[src/rtl/color_symbol_decoder.sv]
// Decodes a stream of RGB sensor samples into 2-bit color symbols.
// A symbol is accepted after STABLE_COUNT matching samples, and only once a qualified gap has been seen.
module color_symbol_decoder #(
   parameter int STABLE_COUNT = 4,
   parameter int THRESH       = 128
) (
   input  logic       clk,
   input  logic       reset,
   input  logic       sampleValid,
   input  logic [7:0] red,
   input  logic [7:0] green,
   input  logic [7:0] blue,
   output logic       colorReady,
   output logic [1:0] color,
   output logic [7:0] glitchCount
);

   localparam logic [1:0] SEEK_GAP    = 2'd0;
   localparam logic [1:0] WAIT_SYMBOL = 2'd1;
   localparam logic [1:0] QUALIFY     = 2'd2;
   localparam logic [1:0] HOLD        = 2'd3;

   localparam logic [3:0] STABLE_LIM = 4'(STABLE_COUNT);
   localparam logic [7:0] THRESH_LVL = 8'(THRESH);

   logic [1:0] state;
   logic [3:0] gap_cnt;
   logic [3:0] run_cnt;
   logic [1:0] candidate;

   logic       red_hi;
   logic       green_hi;
   logic       blue_hi;
   logic       is_gap;
   logic       is_color;
   logic [1:0] sample_code;
   logic       gap_done;
   logic       run_done;
   logic [7:0] glitch_next;

   always_comb begin
      red_hi      = (red >= THRESH_LVL);
      green_hi    = (green >= THRESH_LVL);
      blue_hi     = (blue >= THRESH_LVL);
      is_gap      = 1'b0;
      is_color    = 1'b0;
      sample_code = 2'b00;
      case ({red_hi, green_hi, blue_hi})
         3'b100: begin is_color = 1'b1; sample_code = 2'b00; end
         3'b010: begin is_color = 1'b1; sample_code = 2'b01; end
         3'b001: begin is_color = 1'b1; sample_code = 2'b10; end
         3'b110: begin is_color = 1'b1; sample_code = 2'b11; end
         3'b000: is_gap = 1'b1;
         default: begin is_gap = 1'b0; is_color = 1'b0; end
      endcase
   end

   // Terminal-count detection and the saturating glitch increment
   always_comb begin
      gap_done    = ((gap_cnt + 4'd1) == STABLE_LIM);
      run_done    = ((run_cnt + 4'd1) == STABLE_LIM);
      glitch_next = (glitchCount == 8'hFF) ? glitchCount : glitchCount + 8'd1;
   end

   always_ff @(posedge clk) begin
      if (reset) begin
         state       <= SEEK_GAP;
         gap_cnt     <= 4'd0;
         run_cnt     <= 4'd0;
         candidate   <= 2'b00;
         colorReady  <= 1'b0;
         color       <= 2'b00;
         glitchCount <= 8'd0;
      end else begin
         colorReady <= 1'b0;
         if (sampleValid) begin
            case (state)
               SEEK_GAP, HOLD: begin
                  if (is_gap) begin
                     if (gap_done) begin
                        gap_cnt <= 4'd0;
                        state   <= WAIT_SYMBOL;
                     end else begin
                        gap_cnt <= gap_cnt + 4'd1;
                     end
                  end else begin
                     gap_cnt <= 4'd0;
                  end
               end
               WAIT_SYMBOL: begin
                  if (is_color) begin
                     candidate <= sample_code;
                     run_cnt   <= 4'd1;
                     state     <= QUALIFY;
                  end
               end
               QUALIFY: begin
                  if (is_color && sample_code == candidate) begin
                     if (run_done) begin
                        run_cnt    <= 4'd0;
                        gap_cnt    <= 4'd0;
                        colorReady <= 1'b1;
                        color      <= candidate;
                        state      <= HOLD;
                     end else begin
                        run_cnt <= run_cnt + 4'd1;
                     end
                  end else if (is_color) begin
                     candidate   <= sample_code;
                     run_cnt     <= 4'd1;
                     glitchCount <= glitch_next;
                  end else begin
                     // Gap or invalid pattern aborts the run
                     run_cnt     <= 4'd0;
                     glitchCount <= glitch_next;
                     state       <= WAIT_SYMBOL;
                  end
               end
               default: state <= SEEK_GAP;
            endcase
         end
      end
   end

endmodule

[config.mk]
export PLATFORM = sky130hd
export DESIGN_NAME = color_symbol_decoder
export DESIGN_NICKNAME = d
export VERILOG_FILES = /design/src/rtl/color_symbol_decoder.sv
export SDC_FILE = /design/constraint.sdc
export NUM_CORES = 1
export LEC_CHECK = 0
export CAP_MARGIN = 40
export CORE_UTILIZATION = 48
export CTS_CLUSTER_SIZE = 25
export DETAILED_ROUTE_END_ITERATION = 10
export PLACE_DENSITY = 0.92
export SLEW_MARGIN = 20
export SYNTH_ARGS = -nofsm -noshare
export SYNTH_HDL_FRONTEND = slang
export SYNTH_SLANG_ARGS = --single-unit
[constraint.sdc]
create_clock -name clk -period 2.5 [get_ports clk]
set_input_delay 0.375 -clock clk [delete_from_list [all_inputs] [get_ports clk]]
set_output_delay 0.375 -clock clk [all_outputs]
set_load 0.02 [all_outputs]
# --- Word-level counts from Yosys, hierarchy flattened ---
# Index checks and enable logic that the tools add are counted.
totals:
  register_bits: 23
  in_bits: 27
  output_inout_bits: 11
  wordCells: 74
op_classes:
  addsub: 3
  order_cmp: 3
  eq_ne: 19
  muxes: 24
  n_bitwise: 4
  n_reduce_logical: 14
ops:
  columns: ["operator", "n"]
  rows:
  - ["4-bit two-way mux", 7]
  - ["8-bit greater-or-equal comparator, second input constant", 3]
  - ["2-bit two-way mux", 8]
  - ["4-bit case mux with 2 select lines", 2]
  - ["2-bit inequality test, second input constant", 6]
  - ["2-bit case mux with 3 select lines", 2]
  - ["4-bit AND reduction", 3]
  - ["4-bit by 1-bit adder with 4-bit output, second input constant", 2]
  - ["8-bit by 1-bit adder with 8-bit output, second input constant", 1]
  - ["4-bit by 3-bit equality test with 1-bit output, second input constant", 2]
  - ["8-bit equality test, second input constant", 1]
  - ["4-bit OR reduction", 2]
  - ["3-bit equality test, second input constant", 2]
  - ["3-bit inequality test, second input constant", 2]
  - ["3-bit AND reduction", 2]
  - ["6-bit AND reduction", 1]
  - ["2-bit equality test, second input constant", 2]
  - ["1-bit two-way mux", 4]
  - ["1-bit inverter", 4]
  - ["2-bit case mux with 2 select lines", 1]
  - ["2-bit nonzero test", 2]
  - ["3-bit by 1-bit equality test with 1-bit output, second input constant", 1]
  - ["3-bit by 2-bit equality test with 1-bit output, second input constant", 1]
  - ["3-bit zero test", 1]
  - ["other kinds (5)", 5]

# --- Logic depth before layout (Yosys ltp) ---
depth:
  ltp_word: 7
  mapped_depth: 9
  ltp_nobuf: 8

# --- Worst setup path before layout ---
# Ideal clock, no wire load.
synth_path:
  kind: "input-to-reg"
  from: "input green[7]"
  to: "register state[0]"
  setup_ns: 0.121
  arrival_time_ns: 1.905
  required_ns: 2.379
  setup_slack_ns: 0.474
  stages: 7
  n_path_buf: 1
  cell_sequence: "clkbuf_2 or4b_4 o32ai_2 nor2_1 nor2_1 nand4b_1 mux2_2"
synth_via:
  elab_chain_cells: 7
  elab_cells_between_ends: 19
  classes_between: "order compare: 1; eq/ne: 9; mux: 5; reduce/logical: 4"
synth_rtl:
  columns: ["item", "line_no", "text"]
  rows:
  - ["start: declaration", "11", "input logic [7:0] green,"]
  - ["8-bit greater-or-equal comparator *", "43", "green_hi = (green >= THRESH_LVL);"]
  - ["3-bit equality test (tied with other cells)", "48", "case ({red_hi, green_hi, blue_hi})"]
  - ["2-bit case mux with 3 select lines or 4-bit OR reduction (tied branches)", null, null]
  - ["2-bit equality test or 1-bit two-way mux (tied branches)", "98, 48", null]
  - ["1-bit logical AND", "98", "if (is_color && sample_code == candidate) begin"]
  - ["3-bit inequality test (no line) or 2-bit two-way mux (tied branches)", null, null]
  - ["6-bit AND reduction (no line) or 2-bit case mux with 3 select lines (tied branches)", null, null]
  - ["end signal: assignment", "94", "state <= QUALIFY;"]
  - ["end signal: assignment", "104", "state <= HOLD;"]
  - ["end signal: assignment", "116", "state <= WAIT_SYMBOL;"]
  - ["end: declaration", "26", "logic [1:0] state;"]
# Every way passes the cells marked *; elsewhere a longest branch is shown, timed or not.
# A chain may end at the register's enable or synchronous reset.

# --- Worst setup path in the final report ---
layout_path:
  from: "input blue[7]"
  to: "register state[0]"
layout_via:
  elab_chain_cells: 7
  elab_cells_between_ends: 19
  classes_between: "order compare: 1; eq/ne: 9; mux: 5; reduce/logical: 4"
layout_rtl:
  columns: ["item", "line_no", "text"]
  rows:
  - ["start: declaration", "12", "input logic [7:0] blue,"]
  - ["8-bit greater-or-equal comparator *", "44", "blue_hi = (blue >= THRESH_LVL);"]
  - ["3-bit equality test (tied with other cells)", "48", null]
  - ["2-bit case mux with 3 select lines or 4-bit OR reduction (tied branches)", null, null]
  - ["2-bit equality test or 1-bit two-way mux (tied branches)", "98, 48", null]
  - ["1-bit logical AND", "98", null]
  - ["3-bit inequality test (no line) or 2-bit two-way mux (tied branches)", null, null]
  - ["6-bit AND reduction (no line) or 2-bit case mux with 3 select lines (tied branches)", null, null]
# Marks and branches as above.

==> metrics.txt <==
outcome complete, no violations; Distinct cells, synth 50; combinational fraction of design power 8.5%; dpl cell area 1650 µm²; Die Wd 56.1 µm; post-cts gate resize count 0; # setup viols final 0; sequential-to-total area share from yosys stat 32.8%; synthesized area per cell 8.36 µm²; gr ovfl total 0; Worst-Skew Late Latency 0.33 ns; DRT antenna net count 0; postcts setup bufs 0; I/O pin count 38; Final Skew 0.0135 ns; CP Capture Type register; Syn. warnings 0; CP Cell Sequence clkdlybuf4s50_1 > nor4bb_1 > nor3b_1 > nor2_1 > nor2_1 > nand4b_1 > mux2_2; sequential power share 61.3%; TritonRoute pass-1 iters 5; Setup CP Type input port to register; H-tree levels 1; sw frac 24.6%; PortBufs 16; Area Growth Syn to Fin 19.5%; cell mode on critical path nor2_1; largest net degree at the start of global routing 15; Synth Instances 168; Die H 56.1 µm; CP max FO 7; Net Switching 0.000148 W; CTS tree done; FP Rows 19; Max clock buf depth 2; CP Launch Type input port; period utilisation layout 89.3%; Hold Path Class register to register; Critical Path Max Stage Delay 0.63 ns; relative slew slack 68.6%; Top FF cell, synth dfxtp_1; setup repair after global routing missed its margin false; core area 2760 µm²; DR vias/cell 5.73; Crit path max-delay family simple AND/OR/NAND/NOR gates; Fin. Hold Viols 0; internal power 0.000452 W; Starting Density 50.9%; Final Instance Area 1680 µm²; Pleak 0.614 nW; fraction of layout cells with a size suffix above 1 12.0%; Clock Sinks 23; Req. time, crit path 2.72 ns; critical path's slowest cell clkdlybuf4s50_1; via count 1,278; GP Congestion 0.835; HPWL after DPL 2220 µm; worst-margin pin slew 0.469 ns; number of global-route vias before repair 1,124; Hold-fix buffers, CTS 0; # diodes 0; Crit path arrival time 2.45 ns; P per Cell Area 357 nW/µm²; Tot Pwr 0.000600 W; Die ar. 3140 µm²; Final Max Slew Viols 0; root buffer cell clkbuf_4; peak supply drop 0.490 mV; wire per inst 13.2 µm; EDFF count, synth 0; ys async rst share 0%; crit path time final 2.23 ns; Clock power frac 30.2%; Buf/Inv on CP 1; MaxCap Viol Count 0; final wirelength 2940 µm; antenna violations before repair 0; clk slew on worst S/H paths 0.12 ns; fmax 0.448 GHz; cell area after synthesis 1400 µm²; fin nets 227; DRC 0; DR iter-0 viols 33; TritonCTS buffer count 3; #FFs+latches synth 23; commonest cells after routing, fill and taps aside nor2_1 (23), dfxtp_1 (23), clkdlybuf4s50_1 (16); syn nets 202; gr usage total 19.1%; first-pass GRT wire length 4810 µm
-- final cells by class --
class                      count  area [µm²]
inverter                       6        22.5
fill                         235        1080
tap                           31        38.8
sequential                    23         460
clock inverter                 1        7.51
timing repair buffer          28         250
multi-input combinational    131         876
clock buffer                   3        22.5
-- logic make-up after synthesis --
| family | Yosys count | synth area share (%) |
|---|---|---|
| buffers and inverters | 14 | 4.81 |
| multiplexers | 7 | 5.08 |
| AO/OA/AOI/OAI | 32 | 16.0 |
| XOR/XNOR | 7 | 4.37 |
| flip-flops | 23 | 32.8 |
| adder cells (fa/ha/maj) | 7 | 6.24 |
| AND/OR/NAND/NOR | 78 | 30.7 |
-- power by group through the flow --
stage                     sequential, W  clock [W]  combinational, W
after global routing           0.000368   0.000200         0.0000544
after floorplan                0.000376          0         0.0000294
final                          0.000368   0.000181         0.0000507
after CTS                      0.000368   0.000185         0.0000504
after global placement         0.000376          0         0.0000484
after detailed placement       0.000376          0         0.0000501
-- per-layer routing --
metal	share of wire [%]	GRT usage, %	vias up
li1	-	-	654
met1	45	21.7	594
met2	50	34.9	28
met3	4.9	5.81	2
met4	0.34	4.18	0
met5	0	0	-
-- sequential cells by signal, indices dropped and copies added, names as in the netlist --
register and count:
glitchCount 8, gap_cnt 4, run_cnt 4, candidate 2, color 2, state 2
colorReady 1
-- worst reg2reg max path, cell delays in order, from the launching register on --
cell      delay (ns)
dfxtp_1         0.41
or4b_4          0.58
o32ai_2         0.25
nor2_1          0.10
nor2_1          0.13
nand4b_1        0.16
mux2_2          0.35
-- path summary, 6_finish.rpt --
path                                           startpoint                     to  slack [ns]  cells after the start
worst max-delay path                              blue[7]  state[0]$_SDFFE_PP0P_        0.27                      7
worst min-delay path                state[1]$_SDFFE_PP0P_  state[1]$_SDFFE_PP0P_        0.53                      2
worst min register to register      state[1]$_SDFFE_PP0P_  state[1]$_SDFFE_PP0P_        0.53                      2
worst max register to register  candidate[0]$_SDFFE_PP0P_  state[0]$_SDFFE_PP0P_        0.42                      6
-- stage by stage --
step / util (%) / cells / hold WS (ns) / TNS (ns) / worst slack, ns
after floorplan: - / 168 / 0.467 / 0 / 0.474
after global placement: 59.8 / 219 / 0.480 / -0.000851 / -0.000851
after detailed placement: 59.8 / 219 / 0.510 / -0.106 / -0.0310
after CTS: 60.8 / 223 / 0.541 / 0 / 0.307
after global routing: 60.8 / 223 / 0.560 / 0 / 0.0464
final: 60.8 / 223 / 0.529 / 0 / 0.267
-- cells in the mapped netlist, drive strengths merged, types with 2 or more instances --
cell type	count	area, µm²
o2111ai	2	23.8
xnor2	4	35.0
nand2b	3	18.8
clkbuf	3	12.5
nor3	6	30.0
mux2i	6	60.1
buf	5	32.5
ha	7	87.6
xor2	3	26.3
a32oi	2	17.5
a31oi	2	12.5
or4b	2	23.8
nor2	23	86.3
or4	2	15.0
nor3b	2	15.0
a21oi	8	40.0
o211ai	2	15.0
a21boi	2	18.8
nand2	11	41.3
inv	6	22.5
nand4	2	12.5
or3	6	37.5
nand3	6	35.0
nand4b	2	17.5
and2	2	12.5
dfxtp	23	460
or2	2	12.5
nor2b	4	25.0
o21ai	8	40.0
(Power assumes the default switching activity.)
==> RTL change 1, RTL diff (same flow settings) <==
Make the reset (`reset`) asynchronous in one clocked block.
--- a/src/rtl/color_symbol_decoder.sv
+++ b/src/rtl/color_symbol_decoder.sv
@@ -62,7 +62,7 @@
       glitch_next = (glitchCount == 8'hFF) ? glitchCount : glitchCount + 8'd1;
    end
 
-   always_ff @(posedge clk) begin
+   always_ff @(posedge clk or posedge reset) begin
       if (reset) begin
          state       <= SEEK_GAP;
          gap_cnt     <= 4'd0;
Formal check against the unedited RTL: differs if reset is asserted again (counterexample within 10 cycles, from zero or initial values and one cycle with reset high); with reset held inactive, the same outputs for 10 cycles.
==> RTL change 1 against the unedited design <==
  * Final area rose by 2.0%
  * Routed wire length rose by 3.8%
  * Synthesized area rose by 4.2%
  * Synthesized cell count fell by 11%
  * Sequential cell count did not move
  * Cell count fell by 11%
  * Die area rose by 4.0%
  * Worst setup slack improved by 110 ps
  * Critical endpoint is now gap_cnt[3]$_DFFE_PP0P_
Power is not compared: it rests on default switching activity, and its combinational part moved more than twofold at a synthesized area within 25%.
==> RTL change 1: results <==
outcome:
  status: "complete, no violations"
worst_setup_path:
  crit_arrival_ps: 2350
  slowest_delay_ps: 470
  cpLargestDelayFamily: "compound AO/OA/AOI/OAI gates"
  worstPathMaxFanout: 6
placement:
  placedInstanceArea_um2: 1650
  dp_hpwl_um: 2310
  gp_congestion: 0.881
  io_buffers: 16
  pre_cts_ws_ps: 32.7
  dpl.cell_count: 194
synthesis:
  ys_async_sr_fraction_pct: 100
  synthXorXnorAreaFrac_pct: 5.99
  synthDistinctLibCells: 47
  synthTopCellsByCount: "dfrtp_1 (23), nor2_1 (10), a21oi_1 (9), inv_1 (9), nand2_1 (9)"
  synthTopCellsByArea: "dfrtp_1 (39%), ha_1 (6.0%), xnor2_1 (4.2%)"
  muxShareOfSynthArea_pct: 5.13
  yosysSeqAreaShare_pct: 39.3
  synth-compound-area-share_pct: 18.5
  avgSynthCellArea_um2: 9.82
  syn_nets: 183
  synth_ff_type: "dfrtp_1"
pwr:
  power.internal_uw: 754
  p_leak_uw: 0.000754
detailed_routing:
  wl_per_cell_um: 15.3
  wl_met3_um: 156
  wl_met1_um: 1300
  drt_wl_total_um: 3050
  drt_pass1_iterations: 4
final_layout:
  multi_input_cells: 111
  clk_share_pct: 1.75
  non_clock_buffer_area_share_pct: 12.7
  buffers: 21
  fillers: 233
  seqCellArea_um2: 576
  multi_input_area_um2: 816
  utilization_pct: 60.5
  drive_gt1_share_pct: 9.52
  multi_input_area_share_pct: 47.7
  areaGrowthSynthToFinish_pct: 17.0
global_routing:
  met3_usage_pct: 6.12
  grt_max_degree: 24
  grt_use_total_pct: 21.5
  grt_pass1_vias: 1275
  use_met2_pct: 39.0
  grt_pass1_wl_um: 5470
hold_path:
  min_path_type: "primary input to async pin"
timing:
  skew_ps: 4.41
clock_tree:
  clkTransAtPathRegs_ps: 140
  ctsResizeCount: 0
-- RTL change 1: path summary, 6_finish.rpt --
check	startpoint	to	slack (ps)	cells after the start
worst max-delay path	run_cnt[0]$_DFFE_PP0P_	gap_cnt[3]$_DFFE_PP0P_	380	7
worst min-delay path	reset	gap_cnt[0]$_DFFE_PP0P_	270	2
worst max register to register	run_cnt[0]$_DFFE_PP0P_	gap_cnt[3]$_DFFE_PP0P_	380	7
worst min register to register	color[1]$_DFFE_PP0P_	color[1]$_DFFE_PP0P_	510	1
max in group asynchronous	reset	run_cnt[2]$_DFFE_PP0P_	1850	3
min in group clk	color[1]$_DFFE_PP0P_	color[1]$_DFFE_PP0P_	510	1
-- RTL change 1: kinds of logic after synthesis --
group,Yosys count
and+or+nand+nor,52
AOI/OAI and AO/OA,35
DFF,23
buffers and inverters,15
xor gates and xnor gates,10
muxes,7
adders and majority gates,7
==> RTL change 2, RTL diff (config.mk and constraints unchanged) <==
Made on the original files. Set the parameter `THRESH` to 96 (it was 128).
--- a/src/rtl/color_symbol_decoder.sv
+++ b/src/rtl/color_symbol_decoder.sv
@@ -2,7 +2,7 @@
 // A symbol is accepted after STABLE_COUNT matching samples, and only once a qualified gap has been seen.
 module color_symbol_decoder #(
    parameter int STABLE_COUNT = 4,
-   parameter int THRESH       = 128
+   parameter int THRESH       = 96
 ) (
    input  logic       clk,
    input  logic       reset,
Behaviour: not the same (a bounded check fails within 10 cycles, from zero or initial values and one cycle with reset high).
==> RTL change 2 against the unedited design <==
  * Power is 5.7% higher
  * First-iteration DRC count grew to 3.0 times the old value
  * Count of clock-buffer cells in the layout increased by 1
  * Die area rose by 14%
  * Final area rose by 17%
  * Sequential cell count did not move
  * Worst setup slack better by 82 ps
  * Largest power group unchanged
  * Synthesized area rose by 14%
  * Routed wire length grew 21%
  * Synthesized cell count grew 6.0%
  * Critical path type is now flip-flop to flip-flop
  * Non-clock buffer count grew 9
==> RTL change 2: results <==
timing:
  finalSetupViolations: 0
  skew_ps: 2.34
  hold_slack_ps: 519
  slew_headroom_pct: 52.2
detailed_routing:
  first_iter_violations: 100
  wl_per_cell_um: 13.9
  vias: 1494
  drt_pass1_iterations: 4
synthesis:
  synth-compound-area-share_pct: 24.1
  ys_async_sr_fraction_pct: 0
  synthDistinctLibCells: 61
  yosysSeqAreaShare_pct: 28.7
  synthXorXnorAreaFrac_pct: 3.82
  synth_adder_area_share_pct: 6.24
  synth_edf_count: 0
  muxShareOfSynthArea_pct: 3.98
  yosys_warnings: 0
  syn_nets: 213
  synthTopCellsByCount: "dfxtp_1 (23), nor2_1 (16), nand3_1 (11)"
  synthTopCellsByArea: "dfxtp_1 (29%), ha_1 (6.2%), nor2_1 (3.7%)"
placement:
  dp_hpwl_um: 2650
  gp_congestion: 0.807
  io_buffers: 22
final_layout:
  diodes: 0
  drive_gt1_share_pct: 16.0
  top_regs: "glitchCount x8, gap_cnt x4, run_cnt x4"
  nNetsFinal: 248
worst_setup_path:
  slowest_stage: "or4_1"
  rrSetupSlack_ps: 350
  slowest_delay_ps: 480
  critPathLaunchType: "flip-flop"
  reg2reg_to: "run_cnt[2]$_SDFFE_PP0P_"
  crit_arrival_ps: 2430
  r2r_cells: 7
  r2r_start: "run_cnt[1]$_SDFFE_PP0P_"
  worstPathMaxFanout: 6
clock_tree:
  clock_path_buffers: 2
  cts_buffers: 3
  ctsResizeCount: 0
  post_cts_buffers: 0
  cts.root.buffer_cell: "clkbuf_4"
  clkTransAtPathRegs_ps: 130
  htreeDepth: 1
die:
  dieWidth_um: 59.8
global_routing:
  grt_use_total_pct: 23.3
  grt_max_degree: 20
  antenna_found_initial: 0
  grt_pass1_wl_um: 6450
pwr:
  p_leak_uw: 0.000679
  peakVddDrop_mv: 0.274
outcome:
  status: "complete, no violations"
hold_path:
  hold_end: "color[1]$_SDFFE_PP0P_"
  min-delay-start: "color[1]$_SDFFE_PP0P_"
  min_path_type: "flip-flop to flip-flop"
-- RTL change 2: changes by cell type in the layout (fill, tap and decap cells not counted), moves of 4 or more --
cell / unedited run / this run
clkdlybuf4s50_1: 16 / 22
or3_1: 6 / 0
nand3_1: 5 / 11
a21o_1: 0 / 4
nor2_1: 23 / 16
nand2_1: 11 / 7
o21ai_0: 7 / 3
a211oi_1: 0 / 5
-- RTL change 2: stage by stage --
step,worst slack (ps),area (µm²),instances,total power [µW]
6_report,350,1960,256,634
5_1_grt,200,1960,256,657
4_1_cts,331,1960,256,636
3_5_place_dp,-17.0,1930,252,453
3_3_place_gp,70.3,1930,252,452
2_1_floorplan,530,1600,178,420
-- RTL change 2: where the power goes --
group / internal (µW) / total [µW] / switching, µW
sequential: 367 / 367 / 0.458
combinational: 37.0 / 78.8 / 41.9
clock: 62.7 / 188 / 125
total: 466 / 634 / 167
-- RTL change 2: cells by family after synthesis --
| logic type | after synthesis |
|---|---|
| simple gates | 71 |
| compound gates | 49 |
| flops | 23 |
| buf+inv | 14 |
| fa+ha+maj | 8 |
| xor+xnor | 7 |
| mux | 6 |
-- RTL change 2: layer usage --
metal | routed length (µm) | global-route usage (%) | vias up
li1 | - | - | 738
met1 | 1620 | 31.0 | 713
met2 | 1720 | 39.0 | 38
met3 | 156 | 2.38 | 5
met4 | 53 | 7.97 | 0
met5 | 0 | 0 | -
-- RTL change 2: how the worst max path moves through the flow --
stage / depth (start not counted) / startpoint / slack, ps / end
2_1_floorplan: 8 / red[5] / 530 / color[0]$_SDFFE_PP0P_
3_3_place_gp: 7 / red[5] / 70 / glitchCount[7]$_SDFFE_PP0P_
3_5_place_dp: 8 / red[6] / -20 / glitchCount[2]$_SDFFE_PP0P_
4_1_cts: 8 / red[6] / 330 / glitchCount[2]$_SDFFE_PP0P_
5_1_grt: 7 / run_cnt[1]$_SDFFE_PP0P_ / 200 / run_cnt[2]$_SDFFE_PP0P_
6_report: 7 / run_cnt[1]$_SDFFE_PP0P_ / 350 / run_cnt[2]$_SDFFE_PP0P_
-- RTL change 2: layout make-up --
class / instances / area, µm²
fillers: 287 / 1150
repair buffers: 37 / 333
multi-input cells: 141 / 1050
clock buffers: 4 / 26.3
inverters: 7 / 26.3
flip-flops and latches: 23 / 460
well taps: 44 / 55.1
-- RTL change 2: worst max-delay path: cells and delay by family (launching register included) --
kind                     cells  cell delay [ps]
AO/OA/AOI/OAI                3              620
adder cells (fa/ha/maj)      1              250
flip-flops                   1              440
AND/OR/NAND/NOR              3              790
